==> config.mk <==
export PLATFORM = sky130hd
export DESIGN_NAME = clint
export DESIGN_NICKNAME = d
export VERILOG_FILES = /design/src/rtl/clint_pkg.sv /design/src/rtl/clint_tick.sv /design/src/rtl/clint.sv
export SDC_FILE = /design/constraint.sdc
export NUM_CORES = 1
export LEC_CHECK = 0
export ABC_CLOCK_PERIOD_IN_PS = 3600
export BUFFER_PORTS_ARGS = -buffer_cell sky130_fd_sc_hd__buf_2
export CORE_ASPECT_RATIO = 0.6
export CORE_UTILIZATION = 50
export DETAILED_ROUTE_END_ITERATION = 16
export GPL_TIMING_DRIVEN = 0
export PLACE_DENSITY = 0.69
export SYNTH_ARGS = -nofsm -noshare
export SYNTH_HDL_FRONTEND = slang
export SYNTH_SLANG_ARGS = --single-unit
==> constraint.sdc <==
create_clock -name clock -period 3.6 [get_ports clock]
set_clock_uncertainty 0.2 [all_clocks]
set_input_delay 0.18 -clock clock [delete_from_list [all_inputs] [get_ports clock]]
set_output_delay 0.18 -clock clock [all_outputs]
set_load 0.02 [all_outputs]
==> src/rtl/clint_pkg.sv <==
// clint_pkg: register offsets, state/register types and reset values for the CLINT
package clint_pkg;

  localparam logic [15:0] clint_msip      = 16'h0000;
  localparam logic [15:0] clint_mtimecmp  = 16'h4000;
  localparam logic [15:0] clint_mtimecmph = 16'h4004;
  localparam logic [15:0] clint_mtime     = 16'hBFF8;
  localparam logic [15:0] clint_mtimeh    = 16'hBFFC;

  typedef enum logic {st_idle, st_resp} state_type;

  typedef struct packed {
    logic        instr;
    logic [15:0] addr;
    logic [31:0] wdata;
    logic [3:0]  wstrb;
  } req_type;

  typedef struct packed {
    logic [63:0] mtime;
    logic [63:0] mtimecmp;
    logic        msip;
    logic        mtip;
    state_type   state;
    req_type     req;
    logic        ready;
    logic [31:0] rdata;
  } clint_reg_type;

  localparam clint_reg_type init_clint_reg = '{
    mtime:    64'h0,
    mtimecmp: 64'hFFFF_FFFF_FFFF_FFFF,
    msip:     1'b0,
    mtip:     1'b0,
    state:    st_idle,
    req:      '0,
    ready:    1'b0,
    rdata:    32'h0
  };

  // Replace the bytes of a word selected by the strobes.
  function automatic logic [31:0] byte_merge(input logic [31:0] old,
                                              input logic [31:0] wdata,
                                              input logic [3:0]  wstrb);
    logic [31:0] v;
    v = old;
    for (int i = 0; i < 4; i++)
      if (wstrb[i]) v[8*i +: 8] = wdata[8*i +: 8];
    return v;
  endfunction

endpackage

==> src/rtl/clint_tick.sv <==
// clint_tick: prescaler producing one mtime tick every RTC_DIV clocks
module clint_tick #(
  parameter int RTC_DIV = 1
) (
  input  logic reset,
  input  logic clock,
  output logic tick
);

  localparam logic [15:0] last = 16'(RTC_DIV - 1);

  logic [15:0] cnt;

  assign tick = cnt == last;

  // Count 0..RTC_DIV-1 and wrap; the wrap cycle is the tick.
  always_ff @(posedge clock)
    if (!reset) cnt <= '0;
    else        cnt <= tick ? '0 : cnt + 16'd1;

endmodule

==> src/rtl/clint.sv <==
// clint: core-local interruptor (mtime, mtimecmp, msip); CLINT_PRESCALER_EN enables the mtime prescaler
module clint
  import clint_pkg::*;
#(
  parameter int RTC_DIV = 1
) (
  input  logic        reset,
  input  logic        clock,
  input  logic        mem_valid,
  input  logic        mem_instr,
  input  logic [31:0] mem_addr,
  input  logic [31:0] mem_wdata,
  input  logic [3:0]  mem_wstrb,
  output logic [31:0] mem_rdata,
  output logic        mem_ready,
  output logic        mtip,
  output logic        msip,
  output logic [63:0] mtime
);

  clint_reg_type r, rin;
  logic          tick;
  logic [15:0]   a;
  logic [31:0]   rd;
  logic          unused_addr;

`ifdef CLINT_PRESCALER_EN
  clint_tick #(.RTC_DIV(RTC_DIV)) u_tick (
    .reset(reset),
    .clock(clock),
    .tick (tick)
  );
`else
  assign tick = RTC_DIV >= 1;
`endif

  assign a           = mem_addr[15:0];
  assign unused_addr = ^mem_addr[31:16];

  // Read data is taken from the registers as they stand when the request is accepted.
  assign rd = mem_instr                ? 32'h0 :
              a == clint_msip          ? {31'b0, r.msip} :
              a == clint_mtimecmp      ? r.mtimecmp[31:0] :
              a == clint_mtimecmph     ? r.mtimecmp[63:32] :
              a == clint_mtime         ? r.mtime[31:0] :
              a == clint_mtimeh        ? r.mtime[63:32] : 32'h0;

  // Next-state: timer increment, compare, bus accept in idle, write-back in resp.
  always_comb begin
    rin       = r;
    rin.mtime = r.mtime + {63'b0, tick};
    rin.mtip  = r.mtime >= r.mtimecmp;
    rin.ready = 1'b0;
    if (r.state == st_idle) begin
      if (mem_valid) begin
        rin.state = st_resp;
        rin.ready = 1'b1;
        rin.rdata = rd;
        rin.req   = '{instr: mem_instr, addr: a, wdata: mem_wdata, wstrb: mem_wstrb};
      end
    end else begin
      rin.state = st_idle;
      if (!r.req.instr) begin
        if (r.req.addr == clint_msip && r.req.wstrb[0]) rin.msip = r.req.wdata[0];
        if (r.req.addr == clint_mtimecmp)
          rin.mtimecmp[31:0] = byte_merge(r.mtimecmp[31:0], r.req.wdata, r.req.wstrb);
        if (r.req.addr == clint_mtimecmph)
          rin.mtimecmp[63:32] = byte_merge(r.mtimecmp[63:32], r.req.wdata, r.req.wstrb);
        if (r.req.addr == clint_mtime)
          rin.mtime[31:0] = byte_merge(rin.mtime[31:0], r.req.wdata, r.req.wstrb);
        if (r.req.addr == clint_mtimeh)
          rin.mtime[63:32] = byte_merge(rin.mtime[63:32], r.req.wdata, r.req.wstrb);
      end
    end
  end

  // Register bank with synchronous active-low reset.
  always_ff @(posedge clock)
    if (!reset) r <= init_clint_reg;
    else        r <= rin;

  assign mem_rdata = r.rdata;
  assign mem_ready = r.ready;
  assign mtip      = r.mtip;
  assign msip      = r.msip;
  assign mtime     = r.mtime;

endmodule

==> results of run 1 <==
cells by family (layout without fill, tap and decap cells):
group	after synthesis	count (layout)	share of synthesized area (%)
buffers and inverters	232	477	10.6
and+or+nand+nor	476	476	19.2
DFF	216	216	36.9
xor gates and xnor gates	62	62	4.63
AOI/OAI and AO/OA	248	248	13.4
muxes	95	95	8.41
adders and majority gates	65	65	6.94
power groups by stage:
stage,logic [uW],registers [uW],clock network (uW)
after floorplan,145,2510,0
after detailed placement,254,2540,0
after global routing,333,2490,2430
after global placement,250,2540,0
final,306,2490,2330
after CTS,299,2480,2330
routing by layer:
metal / part of all wire (%) / global-route usage (%) / routed length [um] / vias to the layer above
li1: - / - / - / 5251
met1: 48 / 49.8 / 18300 / 5200
met2: 39 / 44.4 / 14900 / 586
met3: 11 / 6.33 / 4310 / 63
met4: 2.0 / 6.73 / 782 / 0
met5: 0 / 0 / 0 / -
how the worst max path moves through the flow:
stage / startpoint / endpoint / slack [ps]
global route: r[86]$_SDFF_PP0_ / mem_rdata[13]$_SDFFE_PN0P_ / 330
floorplan: mtime[14]$_SDFF_PN0_ / mtime[50]$_SDFF_PN0_ / 1470
CTS: mem_addr[11] / mem_rdata[14]$_SDFFE_PN0P_ / 650
detailed placement: mem_addr[2] / mem_rdata[19]$_SDFFE_PN0P_ / 680
finish: mtime[1]$_SDFF_PN0_ / mtime[48]$_SDFF_PN0_ / 500
global placement: mem_addr[14] / mem_rdata[11]$_SDFFE_PN0P_ / 370
timing repair:
| action | CTS | global route |
|---|---|---|
| endpoints found under the setup margin | 0 | 0 |
| hold buffers | 53 | 0 |
| endpoints found under the hold margin | 54 | 0 |
layout make-up:
type / count / area [sq um]
clock inverter: 5 / 77.6
sequential: 216 / 4320
timing repair buffer: 208 / 1310
buffer: 158 / 962
clock buffer: 32 / 627
multi-input combinational: 946 / 6160
tap: 308 / 385
fill: 2022 / 8370
inverter: 74 / 278
worst min-delay path, cell delays in order:
cell and delay, ps:
buf_2 160, or2_2 150, o21ai_0 90, a22o_1 190
flip-flops by register name (all words and copies together), names as in the netlist:
signal / count
mtime: 64
r: 118
mtip: 1
mem_rdata: 32
msip: 1
layout by cell type (no fill, tap or decap), types with 3 or more instances in the layout:
cell type,netlist,routed
dfxtp_1,216,216
a211oi_1,30,30
nand4_1,37,37
nor2b_1,9,9
and4_1,14,14
a21oi_1,83,83
dlygate4sd3_1,0,53
nor4_1,16,15
clkbuf_8,0,6
o21ai_0,73,73
xor2_1,31,31
buf_2,4,158
nand2_1,264,264
and2_1,3,3
a22o_1,9,9
nand2b_1,7,7
clkbuf_1,54,59
buf_1,3,3
nor3_1,14,14
nor2_1,52,52
and3_1,15,15
mux2_2,28,28
inv_1,73,73
a21o_1,9,9
a222oi_1,31,31
ha_1,65,65
clkbuf_16,0,21
buf_4,97,98
mux2i_1,67,67
xnor2_1,31,31
nand3_1,29,29
stage by stage:
stage | hold slack (ps) | setup slack (ps) | instance area, sq um
finish | 103 | 500 | 14100
CTS | 91.5 | 650 | 14100
detailed placement | 206 | 681 | 12900
floorplan | 91.5 | 1470 | 11700
global placement | 208 | 372 | 12900
global route | 131 | 331 | 14100
==> qor.yml, run 1 <==
outcome:
  outcome: "completed"
synthesis:
  syn_nets: 1531
  ys_types: 53
  yosys.area.top_type: "dfxtp_1"
  syn_area_sq_mm: 0.0117
  synth-seq-cells: 216
  postSynth.asyncResetShare_pct: 0
  synth_flop_cell: "dfxtp_1"
  yosysWarnings: 0
  syn-instance-count: 1394
  syn_avg_cell_area_sq_um: 8.41
  ys_top_cells_by_area: "dfxtp_1, nand2_1, ha_1"
  ys_top_cells_by_count: "nand2_1, dfxtp_1, buf_4, a21oi_1"
  synth_seq_area_share_pct: 36.9
  synth_edf_count: 0
  yosysTopAreaCellShare_pct: 36.9
  yosysMostFrequentCell: "nand2_1"
min_path:
  worst_hold_path.endpoint: "mem_rdata[0]$_SDFFE_PN0P_"
  hold_path.class: "in -> reg"
  whs_path_depth: 4
  hold_start: "mem_addr[2]"
sta:
  fmax_ghz: 0.323
  finalSetupTns_ps: 0
  min_period_ps: 3100
  hold_violations: 0
  min_period_over_period_pct: 86.1
  tightest_slew_ps: 1060
  slew_violations: 0
  finalSetupViolations: 0
  rsz0062_at_grt: "no"
  relSlewSlack_pct: 28.7
pwr:
  p_int_uw: 3890
  powerDensity_mw_per_mm2: 362
  p_sw_share_pct: 24.0
  power_switching_uw: 1230
  static-leakage-power_uw: 0.00719
  clock_power_share_pct: 45.4
  total_power_uw: 5120
  power_frac_comb_pct: 6.0
  ir_worst_vdd_mv: 0.241
  p_seq_share_pct: 48.6
grt:
  grt_pass1_wl_um: 59100
  grt_overflow_total: 0
  track_usage_pct: 32.0
  grt_pass1_vias: 10200
  grt_antenna_before_repair: 0
  grt_max_degree: 15
setup_path:
  endpoint_kind: "flop"
  crit_arrival_ps: 3300
  r2r-end: "mtime[48]$_SDFF_PN0_"
  slowest_stage: "nor4_4"
  r2r_slack_ps: 500
  path_cells: "ha_1, nand4_1, nor4_4, nand3_1, xnor2_1, a22o_1"
  path_depth: 6
  worst-path-buf-inv: 0
  start_kind: "flop"
  max_stage_delay_ps: 730
  crit_required_ps: 3800
  r2r_cells: 6
  path_max_fanout: 8
  crit_family: "simple AND/OR/NAND/NOR gates"
  worstReg2RegStart: "mtime[1]$_SDFF_PN0_"
  critPathKind: "reg -> reg"
layout:
  area_delta_synth_final_pct: 20.5
  antenna_cells: 0
  utilization_pct: 62.8
  finalNonFillerCells: 1947
  layout-drive-gt1-share_pct: 20.0
  fin_nets: 1762
detailed_routing:
  vias: 11100
  drc: 0
  viasPerCell: 5.70
  drt_iter0_drc: 1221
  drtAntennaViolNets: 0
  wl_um: 38300
  first_pass_iters: 8
  routedWlPerCell_um: 19.7
floorplan:
  core_area_sq_mm: 0.0225
  dieArea_sq_mm: 0.0241
  ios: 171
  die_y_um: 121
  rows: 42
  die_w_um: 200
  initial_core_util_pct: 52.1
clocking:
  htreeDepth: 1
  post_cts_resized: 0
  clockBufferDepth: 3
  cts_setup_buffers: 0
  cts.sinks: 216
  clock_latency_ps: 510
  root_buffer: "clkbuf_16"
  cts_tree: "built"
  path_clk_slew_ps: 60
  numCtsBuffers: 21
flow_run:
  maxCapViolCount: 0
placed_design:
  place_congestion: 0.924
  io_buffers: 154
  dp.cells: 1857
  hpwl_um: 28300
(Power assumes the default switching activity.)
==> run 2, diff against run 1 <==
--- a/config.mk
+++ b/config.mk
@@ -5,7 +5,7 @@
 export SDC_FILE = /design/constraint.sdc
 export NUM_CORES = 1
 export LEC_CHECK = 0
-export ABC_CLOCK_PERIOD_IN_PS = 3600
+export ABC_CLOCK_PERIOD_IN_PS = 3100
 export BUFFER_PORTS_ARGS = -buffer_cell sky130_fd_sc_hd__buf_2
 export CORE_ASPECT_RATIO = 0.6
 export CORE_UTILIZATION = 50
==> constraint.sdc (replaced) <==
create_clock -name clock -period 3.1 [get_ports clock]
set_clock_uncertainty 0.2 [all_clocks]
set_input_delay 0.155 -clock clock [delete_from_list [all_inputs] [get_ports clock]]
set_output_delay 0.155 -clock clock [all_outputs]
set_load 0.02 [all_outputs]
==> qor.yml, run 2 (synthesis results as in run 1) <==
clocking:
  numCtsBuffers: 21
  clockBufferDepth: 3
  htreeDepth: 1
  cts.sinks: 216
  clock_latency_ps: 510
  path_clk_slew_ps: 70
  cts_tree: "built"
  root_buffer: "clkbuf_16"
detailed_routing:
  drc: 0
  vias: 11000
  drtAntennaViolNets: 0
  first_pass_iters: 6
  routedWlPerCell_um: 19.7
  drt_iter0_drc: 1116
  wl_um: 38400
  viasPerCell: 5.66
pwr:
  static-leakage-power_uw: 0.00722
  powerDensity_mw_per_mm2: 420
  ir_worst_vdd_mv: 0.277
sta:
  min_period_ps: 2970
  relSlewSlack_pct: 35.8
  finalSetupTns_ps: 0
  slew_violations: 0
  fmax_ghz: 0.337
  min_period_over_period_pct: 95.8
  tightest_slew_ps: 956
  hold_violations: 0
  rsz0062_at_grt: "no"
  finalSetupViolations: 0
layout:
  mostFrequentLayoutCells: "nand2_1, dfxtp_1, buf_2, buf_4, a21oi_1"
  antenna_cells: 0
  fill_cells: 2016
  design_area_sq_mm: 0.0141
  final_common_cell: "nand2_1"
  area_delta_synth_final_pct: 20.7
  layout-drive-gt1-share_pct: 20.1
  largest_reg_flops: 118
  finalNonFillerCells: 1948
  regMostFlops: "r"
  utilization_pct: 62.9
  fin_nets: 1763
placed_design:
  io_buffers: 154
  place_congestion: 0.924
  place_area_sq_mm: 0.0129
  dp.cells: 1857
  hpwl_um: 28300
floorplan:
  dieArea_sq_mm: 0.0241
  ios: 171
  die_w_um: 200
  core_area_sq_mm: 0.0225
  initial_core_util_pct: 52.1
  die_y_um: 121
  rows: 42
setup_path:
  crit_required_ps: 3330
  critPathKind: "reg -> reg"
  path_max_fanout: 6
  r2r-end: "mtime[40]$_SDFF_PN0_"
  worstReg2RegStart: "mtime[1]$_SDFF_PN0_"
  r2r_slack_ps: 130
  endpoint_kind: "flop"
  start_kind: "flop"
  startpoint: "mtime[1]$_SDFF_PN0_"
  r2r_cells: 6
  crit_arrival_ps: 3200
grt:
  track_usage_pct: 32.0
  grt_overflow_total: 0
  grt_max_degree: 15
  grt_pass1_vias: 10200
  grt_pass1_wl_um: 59100
  grt_antenna_before_repair: 0
min_path:
  whs_path_depth: 4
  hold_path.class: "in -> reg"
  worst_hold_path.endpoint: "mem_rdata[0]$_SDFFE_PN0P_"
  hold_start: "mem_addr[2]"
flow_run:
  maxCapViolCount: 0
outcome:
  outcome: "completed"
==> run 2: worst max-delay path by stage <==
stage,to,cells past startpoint
after global placement,mem_rdata[11]$_SDFFE_PN0P_,7
after global routing,mtime[40]$_SDFF_PN0_,6
final,mtime[40]$_SDFF_PN0_,6
after detailed placement,mtime[48]$_SDFF_PN0_,6
after CTS,mtime[48]$_SDFF_PN0_,6
after floorplan,mtime[50]$_SDFF_PN0_,7
==> run 2: critical path, stage by stage (launching register included) <==
cell,delay (ps)
dfxtp_1,410
ha_1,350
nand4_1,710
nor4_4,640
nand3_1,170
xor2_1,170
a211oi_1,220
==> run 2: per-stage QoR <==
| stage | hold slack [ps] | power (uW) | setup WS (ps) |
|---|---|---|---|
| finish | 85.6 | 5930 | 129 |
| global route | 109 | 6100 | 6.92 |
| CTS | 66.5 | 5940 | 157 |
| detailed placement | 181 | 3240 | 181 |
| global placement | 183 | 3240 | -103 |
| floorplan | 66.5 | 3090 | 975 |
==> run 2: timing repair <==
action | CTS | global route
endpoints found under the hold margin | 54 | 0
hold buffers | 53 | 0
resized for setup | 0 | 5
buffers inserted | 0 | 1
endpoints found under the setup margin | 0 | 38
==> run 2: routing by layer <==
layer | track usage, % | wire length, um | part of all wire, %
met3 | 6.33 | 4040 | 11
met4 | 6.73 | 757 | 2.0
met2 | 44.4 | 14900 | 39
met5 | 0 | 0 | 0
met1 | 49.8 | 18600 | 49
==> run 2: cell type report <==
type	count	area, sq um	area share, %
buffer	158	963	6.81
clock buffer	32	627	4.43
clock inverter	5	77.6	0.548
inverter	74	278	1.96
multi-input combinational	946	6170	43.6
sequential	216	4320	30.6
tap	308	385	2.72
timing repair buffer	209	1320	9.31
==> run 2: power breakdown <==
group / switching [uW] / internal, uW / total, uW / leakage (uW)
Clock: 1130 / 1560 / 2690 / 0.000344
Combinational: 214 / 141 / 355 / 0.00512
Sequential: 70.8 / 2820 / 2890 / 0.00175
==> run 3, diff against run 2 <==
--- a/config.mk
+++ b/config.mk
@@ -8,6 +8,7 @@
 export ABC_CLOCK_PERIOD_IN_PS = 3100
 export BUFFER_PORTS_ARGS = -buffer_cell sky130_fd_sc_hd__buf_2
 export CORE_ASPECT_RATIO = 0.6
+export CORE_MARGIN = 10
 export CORE_UTILIZATION = 50
 export DETAILED_ROUTE_END_ITERATION = 16
 export GPL_TIMING_DRIVEN = 0
==> qor.yml, run 3 (synthesis results as in run 1) <==
outcome:
  outcome: "completed"
clocking:
  htreeDepth: 1
  clockBufferDepth: 3
  cts.sinks: 216
  cts_tree: "built"
  root_buffer: "clkbuf_16"
  path_clk_slew_ps: 70
  clock_latency_ps: 510
  numCtsBuffers: 21
sta:
  hold_violations: 0
  fmax_ghz: 0.340
  tightest_slew_ps: 992
  min_period_over_period_pct: 95.0
  rsz0062_at_grt: "no"
  slew_violations: 0
  min_period_ps: 2950
  timing.hold.ws_ps: 27.4
  relSlewSlack_pct: 33.3
  finalSetupTns_ps: 0
  finalSetupViolations: 0
  fin_ws_ps: 155
detailed_routing:
  routedWlPerCell_um: 20.3
  drtAntennaViolNets: 0
  vias: 11000
  drc: 0
  viasPerCell: 5.65
  drt_iter0_drc: 1399
  first_pass_iters: 5
  wl_um: 39700
layout:
  final_common_cell: "nand2_1"
  largest_reg_flops: 118
  finalNonFillerCells: 1953
  layout-drive-gt1-share_pct: 20.1
  mostFrequentLayoutCells: "nand2_1, dfxtp_1, buf_2, buf_4, a21oi_1"
  regMostFlops: "r"
  area_delta_synth_final_pct: 20.7
  fin_nets: 1763
  antenna_cells: 0
setup_path:
  crit_required_ps: 3270
  start_kind: "flop"
  crit_arrival_ps: 3120
  path_max_fanout: 9
  critPathKind: "reg -> reg"
  endpoint_kind: "flop"
  r2r_cells: 6
  r2r_slack_ps: 150
pwr:
  total_power_uw: 5930
  ir_worst_vdd_mv: 0.364
  static-leakage-power_uw: 0.00722
  powerDensity_mw_per_mm2: 419
placed_design:
  dp.cells: 1863
  place_congestion: 0.977
  io_buffers: 154
  hpwl_um: 30000
  pre_cts_ws_ps: 172
grt:
  grt_overflow_total: 0
  grt_max_degree: 16
  grt_pass1_vias: 10200
  grt_antenna_before_repair: 0
  grt_pass1_wl_um: 59900
  track_usage_pct: 24.8
floorplan:
  rows: 43
  core_area_sq_mm: 0.0231
  die_y_um: 139
  die_w_um: 218
  dieArea_sq_mm: 0.0302
  initial_core_util_pct: 50.8
  ios: 171
min_path:
  hold_path.class: "in -> reg"
  whs_path_depth: 4
flow_run:
  maxCapViolCount: 0
## run 3: cell count changes in the layout (fill, tap and decap cells not counted), sizes merged
cell      previous run  this run
bufinv               2         3
clkbuf              86        81
clkinv               3         6
clkinvlp             1         0
## run 3: layout make-up
| cell class | count | area (sq um) |
|---|---|---|
| fillers | 2068 | 8940 |
| multi-input cells | 946 | 6170 |
| repair buffers | 209 | 1320 |
| flip-flops and latches | 216 | 4320 |
| clock inverters | 8 | 115 |
| plain buffers | 158 | 963 |
| inverters | 74 | 278 |
| well taps | 315 | 394 |
| clock buffers | 27 | 578 |
## run 3: worst paths after layout
check                             start                         end
max                    r[86]$_SDFF_PP0_          r[92]$_SDFFE_PN1P_
min                         mem_addr[2]   mem_rdata[0]$_SDFFE_PN0P_
max reg2reg            r[86]$_SDFF_PP0_          r[92]$_SDFFE_PN1P_
min reg2reg  mem_rdata[26]$_SDFFE_PN0P_  mem_rdata[26]$_SDFFE_PN0P_
## run 3: report_power, final
part,leakage [uW],switching [uW],internal [uW]
combinational,0.00512,213,141
clock,0.000346,1130,1560
sequential,0.00175,72.0,2820
total,0.00722,1410,4520
## run 3: routing by layer
metal / global-route usage [%] / share of wire [%]
met1: 36.4 / 46
met2: 34.3 / 40
met3: 7.80 / 12
met4: 5.09 / 1.7
met5: 0 / 0
## run 3: what timing repair did
item / 4_1_cts / 5_1_grt
hold buffers: 53 / 0
endpoints found under the hold margin: 54 / 0
setup buffers: 0 / 2
gates resized for setup: 0 / 5
endpoints found under the setup margin: 0 / 43
## run 3: worst max-delay path: stages (launching register included)
cell      delay (ps)
dfxtp_1          330
clkbuf_1         360
nand2b_1         160
nor3_1           770
nand2_1          600
mux2i_1          310
nand2_1           70
## run 3: stage by stage
stage               utilization (%)  cell area, sq um
finish                         61.3             14100
CTS                            61.1             14100
global route                   61.3             14100
floorplan                         -             11700
global placement               55.8             12900
detailed placement             55.8             12900
